<file path="config.mk">
export PLATFORM = sky130hd
export DESIGN_NAME = mc_ctrl
export DESIGN_NICKNAME = d
export VERILOG_FILES = /design/src/rtl/mc_ctrl_pkg.sv /design/src/rtl/mc_ctrl_out.sv /design/src/rtl/mc_ctrl.sv
export SDC_FILE = /design/constraint.sdc
export NUM_CORES = 1
export LEC_CHECK = 0
export CAP_MARGIN = 25
export CORE_MARGIN = 2
export CORE_UTILIZATION = 30
export DETAILED_ROUTE_END_ITERATION = 7
export PLACE_DENSITY = 0.66
export RECOVER_POWER = 100
export SETUP_SLACK_MARGIN = 0.02
export SKIP_LAST_GASP = 1
export SLEW_MARGIN = 20
export SYNTH_ARGS = -nofsm -noshare
export SYNTH_HDL_FRONTEND = slang
export SYNTH_SLANG_ARGS = --single-unit
</file>
<file path="constraint.sdc">
create_clock -name clk -period 4.7 [get_ports clk]
set_clock_uncertainty 0.05 [all_clocks]
set_input_delay 0.94 -clock clk [delete_from_list [all_inputs] [get_ports clk]]
set_output_delay 0.94 -clock clk [all_outputs]
set_load 0.02 [all_outputs]
</file>
<file path="src/rtl/mc_ctrl_pkg.sv">
// mc_ctrl_pkg: state encodings, datapath select codes and flag priority resolution
// shared by the multi-cycle controller and the datapath muxes.
package mc_ctrl_pkg;

    typedef enum logic [2:0] {
        S_FETCH  = 3'd0,
        S_DECODE = 3'd1,
        S_EXEC   = 3'd2,
        S_MEM    = 3'd3,
        S_WB     = 3'd4
    } state_e;

    typedef enum logic [3:0] {
        I_NOP, I_JAL, I_JR, I_BEQ, I_LW, I_SW, I_ORI, I_LUI, I_SUBU, I_ADDU
    } instr_e;

    localparam logic [1:0] NPC_PC4 = 2'b00;
    localparam logic [1:0] NPC_BR  = 2'b01;
    localparam logic [1:0] NPC_JAL = 2'b10;
    localparam logic [1:0] NPC_JR  = 2'b11;

    localparam logic [1:0] A3_RD = 2'b00;
    localparam logic [1:0] A3_RT = 2'b01;
    localparam logic [1:0] A3_RA = 2'b10;

    localparam logic [1:0] WD_ALU = 2'b00;
    localparam logic [1:0] WD_DM  = 2'b01;
    localparam logic [1:0] WD_EXT = 2'b10;
    localparam logic [1:0] WD_PC4 = 2'b11;

    localparam logic [1:0] ALU_ADD = 2'b00;
    localparam logic [1:0] ALU_SUB = 2'b01;
    localparam logic [1:0] ALU_OR  = 2'b10;

    localparam logic [1:0] EXT_ZERO = 2'b00;
    localparam logic [1:0] EXT_SIGN = 2'b01;
    localparam logic [1:0] EXT_LUI  = 2'b10;

    // Illegal multi-flag decodes collapse to the highest-priority instruction.
    function automatic instr_e resolve(input logic jal, jr, beq, lw, sw, ori, lui, subu, addu);
        return jal  ? I_JAL  :
               jr   ? I_JR   :
               beq  ? I_BEQ  :
               lw   ? I_LW   :
               sw   ? I_SW   :
               ori  ? I_ORI  :
               lui  ? I_LUI  :
               subu ? I_SUBU :
               addu ? I_ADDU : I_NOP;
    endfunction

endpackage

</file>
<file path="src/rtl/mc_ctrl_out.sv">
// mc_ctrl_out: combinational decode of controller state and resolved instruction
// into datapath write enables and mux/operation selects; en=0 forces all outputs low.
module mc_ctrl_out
    import mc_ctrl_pkg::*;
(
    input  state_e     st,
    input  instr_e     instr,
    input  logic       zero,
    input  logic       ready,
    input  logic       en,
    output logic       PC_WE,
    output logic [1:0] NPC_SEL,
    output logic       IR_WE,
    output logic       GRF_WE,
    output logic [1:0] GRF_A3_MUX,
    output logic [1:0] GRF_WD_MUX,
    output logic       ALU_B_MUX,
    output logic [1:0] ALUOp,
    output logic [1:0] EXTOp,
    output logic       DM_WE,
    output logic       retire
);

    logic       alu_b;
    logic [1:0] alu_op, ext_op;

    assign alu_b  = instr == I_ORI || instr == I_LW || instr == I_SW;
    assign alu_op = {instr == I_ORI, instr == I_SUBU || instr == I_BEQ};
    assign ext_op = {instr == I_LUI, instr == I_LW || instr == I_SW};

    always_comb begin
        PC_WE      = 1'b0;
        NPC_SEL    = NPC_PC4;
        IR_WE      = 1'b0;
        GRF_WE     = 1'b0;
        GRF_A3_MUX = A3_RD;
        GRF_WD_MUX = WD_ALU;
        ALU_B_MUX  = 1'b0;
        ALUOp      = ALU_ADD;
        EXTOp      = EXT_ZERO;
        DM_WE      = 1'b0;
        retire     = 1'b0;
        if (en) begin
            case (st)
                S_FETCH: begin
                    IR_WE = 1'b1;
                    PC_WE = 1'b1;
                end
                S_DECODE: begin
                    PC_WE      = instr == I_JAL || instr == I_JR;
                    NPC_SEL    = instr == I_JAL ? NPC_JAL : instr == I_JR ? NPC_JR : NPC_PC4;
                    GRF_WE     = instr == I_JAL;
                    GRF_A3_MUX = instr == I_JAL ? A3_RA : A3_RD;
                    GRF_WD_MUX = instr == I_JAL ? WD_PC4 : WD_ALU;
                    retire     = instr == I_JAL || instr == I_JR || instr == I_NOP;
                end
                S_EXEC: begin
                    ALU_B_MUX = alu_b;
                    ALUOp     = alu_op;
                    EXTOp     = ext_op;
                    PC_WE     = instr == I_BEQ && zero;
                    NPC_SEL   = instr == I_BEQ ? NPC_BR : NPC_PC4;
                    retire    = instr == I_BEQ;
                end
                S_MEM: begin
                    ALU_B_MUX = alu_b;
                    ALUOp     = alu_op;
                    EXTOp     = ext_op;
                    DM_WE     = instr == I_SW;
                    retire    = instr == I_SW && ready;
                end
                S_WB: begin
                    GRF_WE     = 1'b1;
                    GRF_A3_MUX = (instr == I_ORI || instr == I_LW || instr == I_LUI) ? A3_RT : A3_RD;
                    GRF_WD_MUX = instr == I_LW ? WD_DM : instr == I_LUI ? WD_EXT : WD_ALU;
                    retire     = 1'b1;
                end
                default: ;
            endcase
        end
    end

endmodule

</file>
<file path="src/rtl/mc_ctrl.sv">
// mc_ctrl: multi-cycle FETCH/DECODE/EXEC/MEM/WB sequencer for the P5 MIPS datapath.
// Define MC_CTRL_DM_WAIT_EN to add dm_ready and stall MEM until data memory is ready.
module mc_ctrl
    import mc_ctrl_pkg::*;
(
    input  logic       clk,
    input  logic       reset,
    input  logic       ori,
    input  logic       lw,
    input  logic       sw,
    input  logic       beq,
    input  logic       lui,
    input  logic       jal,
    input  logic       addu,
    input  logic       subu,
    input  logic       jr,
    input  logic       zero,
`ifdef MC_CTRL_DM_WAIT_EN
    input  logic       dm_ready,
`endif
    output logic       PC_WE,
    output logic [1:0] NPC_SEL,
    output logic       IR_WE,
    output logic       GRF_WE,
    output logic [1:0] GRF_A3_MUX,
    output logic [1:0] GRF_WD_MUX,
    output logic       ALU_B_MUX,
    output logic [1:0] ALUOp,
    output logic [1:0] EXTOp,
    output logic       DM_WE,
    output logic       retire,
    output logic [2:0] state
);

    state_e cur, nxt;
    instr_e instr;
    logic   ready;

`ifdef MC_CTRL_DM_WAIT_EN
    assign ready = dm_ready;
`else
    assign ready = 1'b1;
`endif

    assign instr = resolve(jal, jr, beq, lw, sw, ori, lui, subu, addu);
    assign state = cur;

    always_ff @(posedge clk or negedge reset) begin
        if (!reset) cur <= S_FETCH;
        else        cur <= nxt;
    end

    always_comb begin
        nxt = S_FETCH;
        case (cur)
            S_FETCH:  nxt = S_DECODE;
            S_DECODE: nxt = (instr == I_JAL || instr == I_JR || instr == I_NOP) ? S_FETCH : S_EXEC;
            S_EXEC:   nxt = instr == I_BEQ ? S_FETCH : (instr == I_LW || instr == I_SW) ? S_MEM : S_WB;
            S_MEM:    nxt = !ready ? S_MEM : instr == I_LW ? S_WB : S_FETCH;
            default:  nxt = S_FETCH;
        endcase
    end

    // Reset gates the decode directly so enables drop in the same cycle reset asserts.
    mc_ctrl_out u_out (
        .st         (cur),
        .instr      (instr),
        .zero       (zero),
        .ready      (ready),
        .en         (reset),
        .PC_WE      (PC_WE),
        .NPC_SEL    (NPC_SEL),
        .IR_WE      (IR_WE),
        .GRF_WE     (GRF_WE),
        .GRF_A3_MUX (GRF_A3_MUX),
        .GRF_WD_MUX (GRF_WD_MUX),
        .ALU_B_MUX  (ALU_B_MUX),
        .ALUOp      (ALUOp),
        .EXTOp      (EXTOp),
        .DM_WE      (DM_WE),
        .retire     (retire)
    );

endmodule

</file>
==> metrics.md <==
| Metric | Value |
|---|---|
| Run status | `complete, no violations` |
| Launch point of the critical path | `ori` |
| Count of cell types in the netlist | `32` |
| Count of max-cap constraint violations | `0` |
| Total congestion overflow after global routing | `0` |
| Area share of the largest cell type after synthesis | `0.157` |
| Number of fillers in the final layout | `143` |
| Count of cells resized by post-cts repair | `0` |
| Endpoints failing setup | `0` |
| Critical path destination | `NPC_SEL[0]` |
| DP HPWL | `1.23 mm` |
| Width of the die | `43.9 um` |
| Transition at the pin with the smallest max-transition slack | `0.492 ns` |
| Detailed-routing iteration count for the pre-antenna-repair pass | `4` |
| Maximum operating frequency | `221 MHz` |
| Part of the total power dissipated in combinational logic | `0.626` |
| Final Net Count | `121` |
| Worst min-delay path class | `reg2reg` |
| Power per Cell Area | `273 nW/um^2` |
| IO Count | `31` |
| Post-synthesis net count | `83` |
| All-layer global routing usage | `0.172` |
| I/O Buffers | `30` |
| Origin of the critical flop-to-flop path | `state[1]$_DFF_PN0_` |
| Initial antenna violation count | `0` |
| Final hold violation count | `0` |
| First-pass GRT wire length | `2.56 mm` |
| Vias in the first global route | `595` |
| CP Class | `in2out` |
| Number of violations reported at the end of detailed-routing iteration 0 | `17` |
| Post-Place Worst Slack | `0.175 ns` |
| Number of cells traversed by the worst register-to-register path | `3` |
| Relative contribution of the clock network to total power | `0.184` |
| Placed Cells | `120` |
| Minimum period implied by the final worst setup slack | `4.52 ns` |
| Most common library cell in the layout ignoring fill and taps | `sky130_fd_sc_hd__dlygate4sd3_1` |
| Worst Hold Slack | `0.488 ns` |
| Peak fanout along the critical path | `5` |
| Total inserted antenna cells | `0` |
| Post-Synthesis Mean Instance Area | `6.71 um^2` |
| Core Box Area | `1510 um^2` |
| Antenna Nets Post-Route | `0` |
| Crit end category | `output port` |
| TritonCTS clock tree | `done` |
| Commonest non-fill, non-tap cells in the layout | `sky130_fd_sc_hd__dlygate4sd3_1, sky130_fd_sc_hd__clkdlybuf4s50_1, sky130_fd_sc_hd__nor2_1` |
| Reg clk slew, reported paths | `0.03 ns` |
| Most frequently used flop master after synthesis | `sky130_fd_sc_hd__dfrtp_1` |
| Most area-consuming cells after synthesis | `sky130_fd_sc_hd__dfrtp_1, sky130_fd_sc_hd__nor3_1, sky130_fd_sc_hd__nor2_1` |
| Root Buffer Master | `sky130_fd_sc_hd__clkbuf_4` |
| Register-to-register setup slack | `3.47 ns` |
| Initial Util | `0.316` |
| Detail-routed via count per cell | `5.30` |
| VDD IR max | `0.257 mV` |
| Final routed wirelength across all metal layers | `1.50 mm` |
| TNS Setup | `0 ns` |
| Post-CTS setup-driven buffer insertion count | `0` |
| Number of buffers added by the clock tree synthesis step | `3` |
| Number of synthesized flops with an enable pin | `0` |
| Post-Synthesis Cells | `71` |
| Leakage Power | `0.000365 uW` |
| Syn. warnings | `0` |
| Setup repair after global routing missed its margin | `false` |
| Fin crit share | `0.961` |
| Count of H-tree levels built during CTS | `1` |
| Flip-flop count of the largest register after layout | `3` |
| Synth async-reset ratio | `1.00` |
| Vertical die dimension | `43.9 um` |
| Layout cells sized above 1 | `0.0833` |
| Required time of the worst setup path | `3.71 ns` |
| Endpoint of the lowest-slack register-to-register path | `state[1]$_DFF_PN0_` |
| Layout Area Growth over Synthesis | `78.2%` |
| GP Congestion | `0.815` |
| Total of hold buffers inserted after clock tree synthesis | `0` |
| Headroom to the max-slew limit | `0.669` |
| Count of standard-cell rows | `14` |
| Buffer depth of the longest clock path | `2` |
| Total clock sinks | `3` |
| Net switching fraction of the power | `0.427` |
| Data arrival time of the critical path | `3.53 ns` |
| Net Switching | `98.8 uW` |
| Post-Synthesis Cell Area | `477 um^2` |
| Setup slack after layout | `0.184 ns` |
| Library cell occupying the most area in the post-synthesis netlist | `sky130_fd_sc_hd__dfrtp_1` |
| Largest net degree at the start of global routing | `10` |
| Clock latency of the later-clocked register in the worst-skew pair | `0.22 ns` |
| CP Launch Type | `input port` |
| Fin. max-slew vios | `0` |
| Sequential power share | `0.189` |
| Wire length per cell after detailed routing | `12.1 um` |
| Vias | `657` |
| DRC violation count after routing | `0` |
| Die ar. | `1920 um^2` |
| Cell internal power dissipation | `133 uW` |
| Synthesized flop and latch total | `3` |
| Sequential share of the synthesized area | `0.157` |
| Non-filler cells in the finished layout | `124` |
-- critical path, cell delays in order --
cell and delay, ns:
sky130_fd_sc_hd__clkdlybuf4s50_1 0.46, sky130_fd_sc_hd__or4_4 0.58, sky130_fd_sc_hd__o31a_1 0.26, sky130_fd_sc_hd__or4b_1 0.51, sky130_fd_sc_hd__a21boi_1 0.15, sky130_fd_sc_hd__clkdlybuf4s50_1 0.62
-- worst min path at each step --
stage / end / cells after the start / slack, ns / from
5_1_grt: state[0]$_DFF_PN0_ / 1 / 0.55 / state[0]$_DFF_PN0_
3_3_place_gp: state[0]$_DFF_PN0_ / 1 / 0.48 / state[0]$_DFF_PN0_
4_1_cts: state[0]$_DFF_PN0_ / 1 / 0.50 / state[0]$_DFF_PN0_
6_report: state[0]$_DFF_PN0_ / 1 / 0.49 / state[0]$_DFF_PN0_
2_1_floorplan: state[0]$_DFF_PN0_ / 1 / 0.56 / state[0]$_DFF_PN0_
3_5_place_dp: state[0]$_DFF_PN0_ / 1 / 0.49 / state[0]$_DFF_PN0_
-- cells by family (layout without fill, tap and decap cells) --
group,count (synthesis),count (layout),share of synthesized area
AND/OR/NAND/NOR,44,44,0.514
AO/OA/AOI/OAI,20,20,0.297
buffers and inverters,4,41,0.0315
flip-flops,3,3,0.157
-- area by class of cell --
class / instances / area, um^2 / area share
sequential: 3 / 75.1 / 0.0884
inverter: 2 / 7.51 / 0.00884
tap: 16 / 20.0 / 0.0236
multi-input combinational: 64 / 387 / 0.455
timing repair buffer: 35 / 334 / 0.393
clock buffer: 4 / 26.3 / 0.0309
-- cell usage after synthesis, drive strengths merged (2+ instances only) --
master	count
nand2	6
o31ai	2
nand2b	5
nor3	8
o21ai	4
a21boi	2
a211oi	2
o211ai	2
dfrtp	3
nor3b	2
inv	2
a21oi	2
clkbuf	2
nor2	9
nor2b	5
-- routing by layer --
layer | global-route usage | vias to the layer above | routed length [um]
li1 | - | 350 | -
met1 | 0.252 | 284 | 743
met2 | 0.256 | 23 | 668
met3 | 0.0292 | 0 | 88
met4 | 0.0545 | 0 | 0
met5 | 0 | - | 0
-- metrics by stage --
stage               utilization  power [uW]  cell area, um^2
global placement          0.549         200              827
global route              0.564         249              850
finish                    0.564         232              850
CTS                       0.566         245              853
floorplan                     -         125              477
detailed placement        0.549         200              827
-- power by group through the flow --
| stage | clock (uW) | sequential, uW | combinational [uW] |
|---|---|---|---|
| 2_1_floorplan | 0 | 50.9 | 74.2 |
| 3_3_place_gp | 0 | 44.5 | 156 |
| 3_5_place_dp | 0 | 44.7 | 156 |
| 4_1_cts | 44.3 | 44.3 | 156 |
| 5_1_grt | 44.9 | 46.7 | 158 |
| 6_report | 42.7 | 43.9 | 145 |
Power figures use the tool's default switching activity.
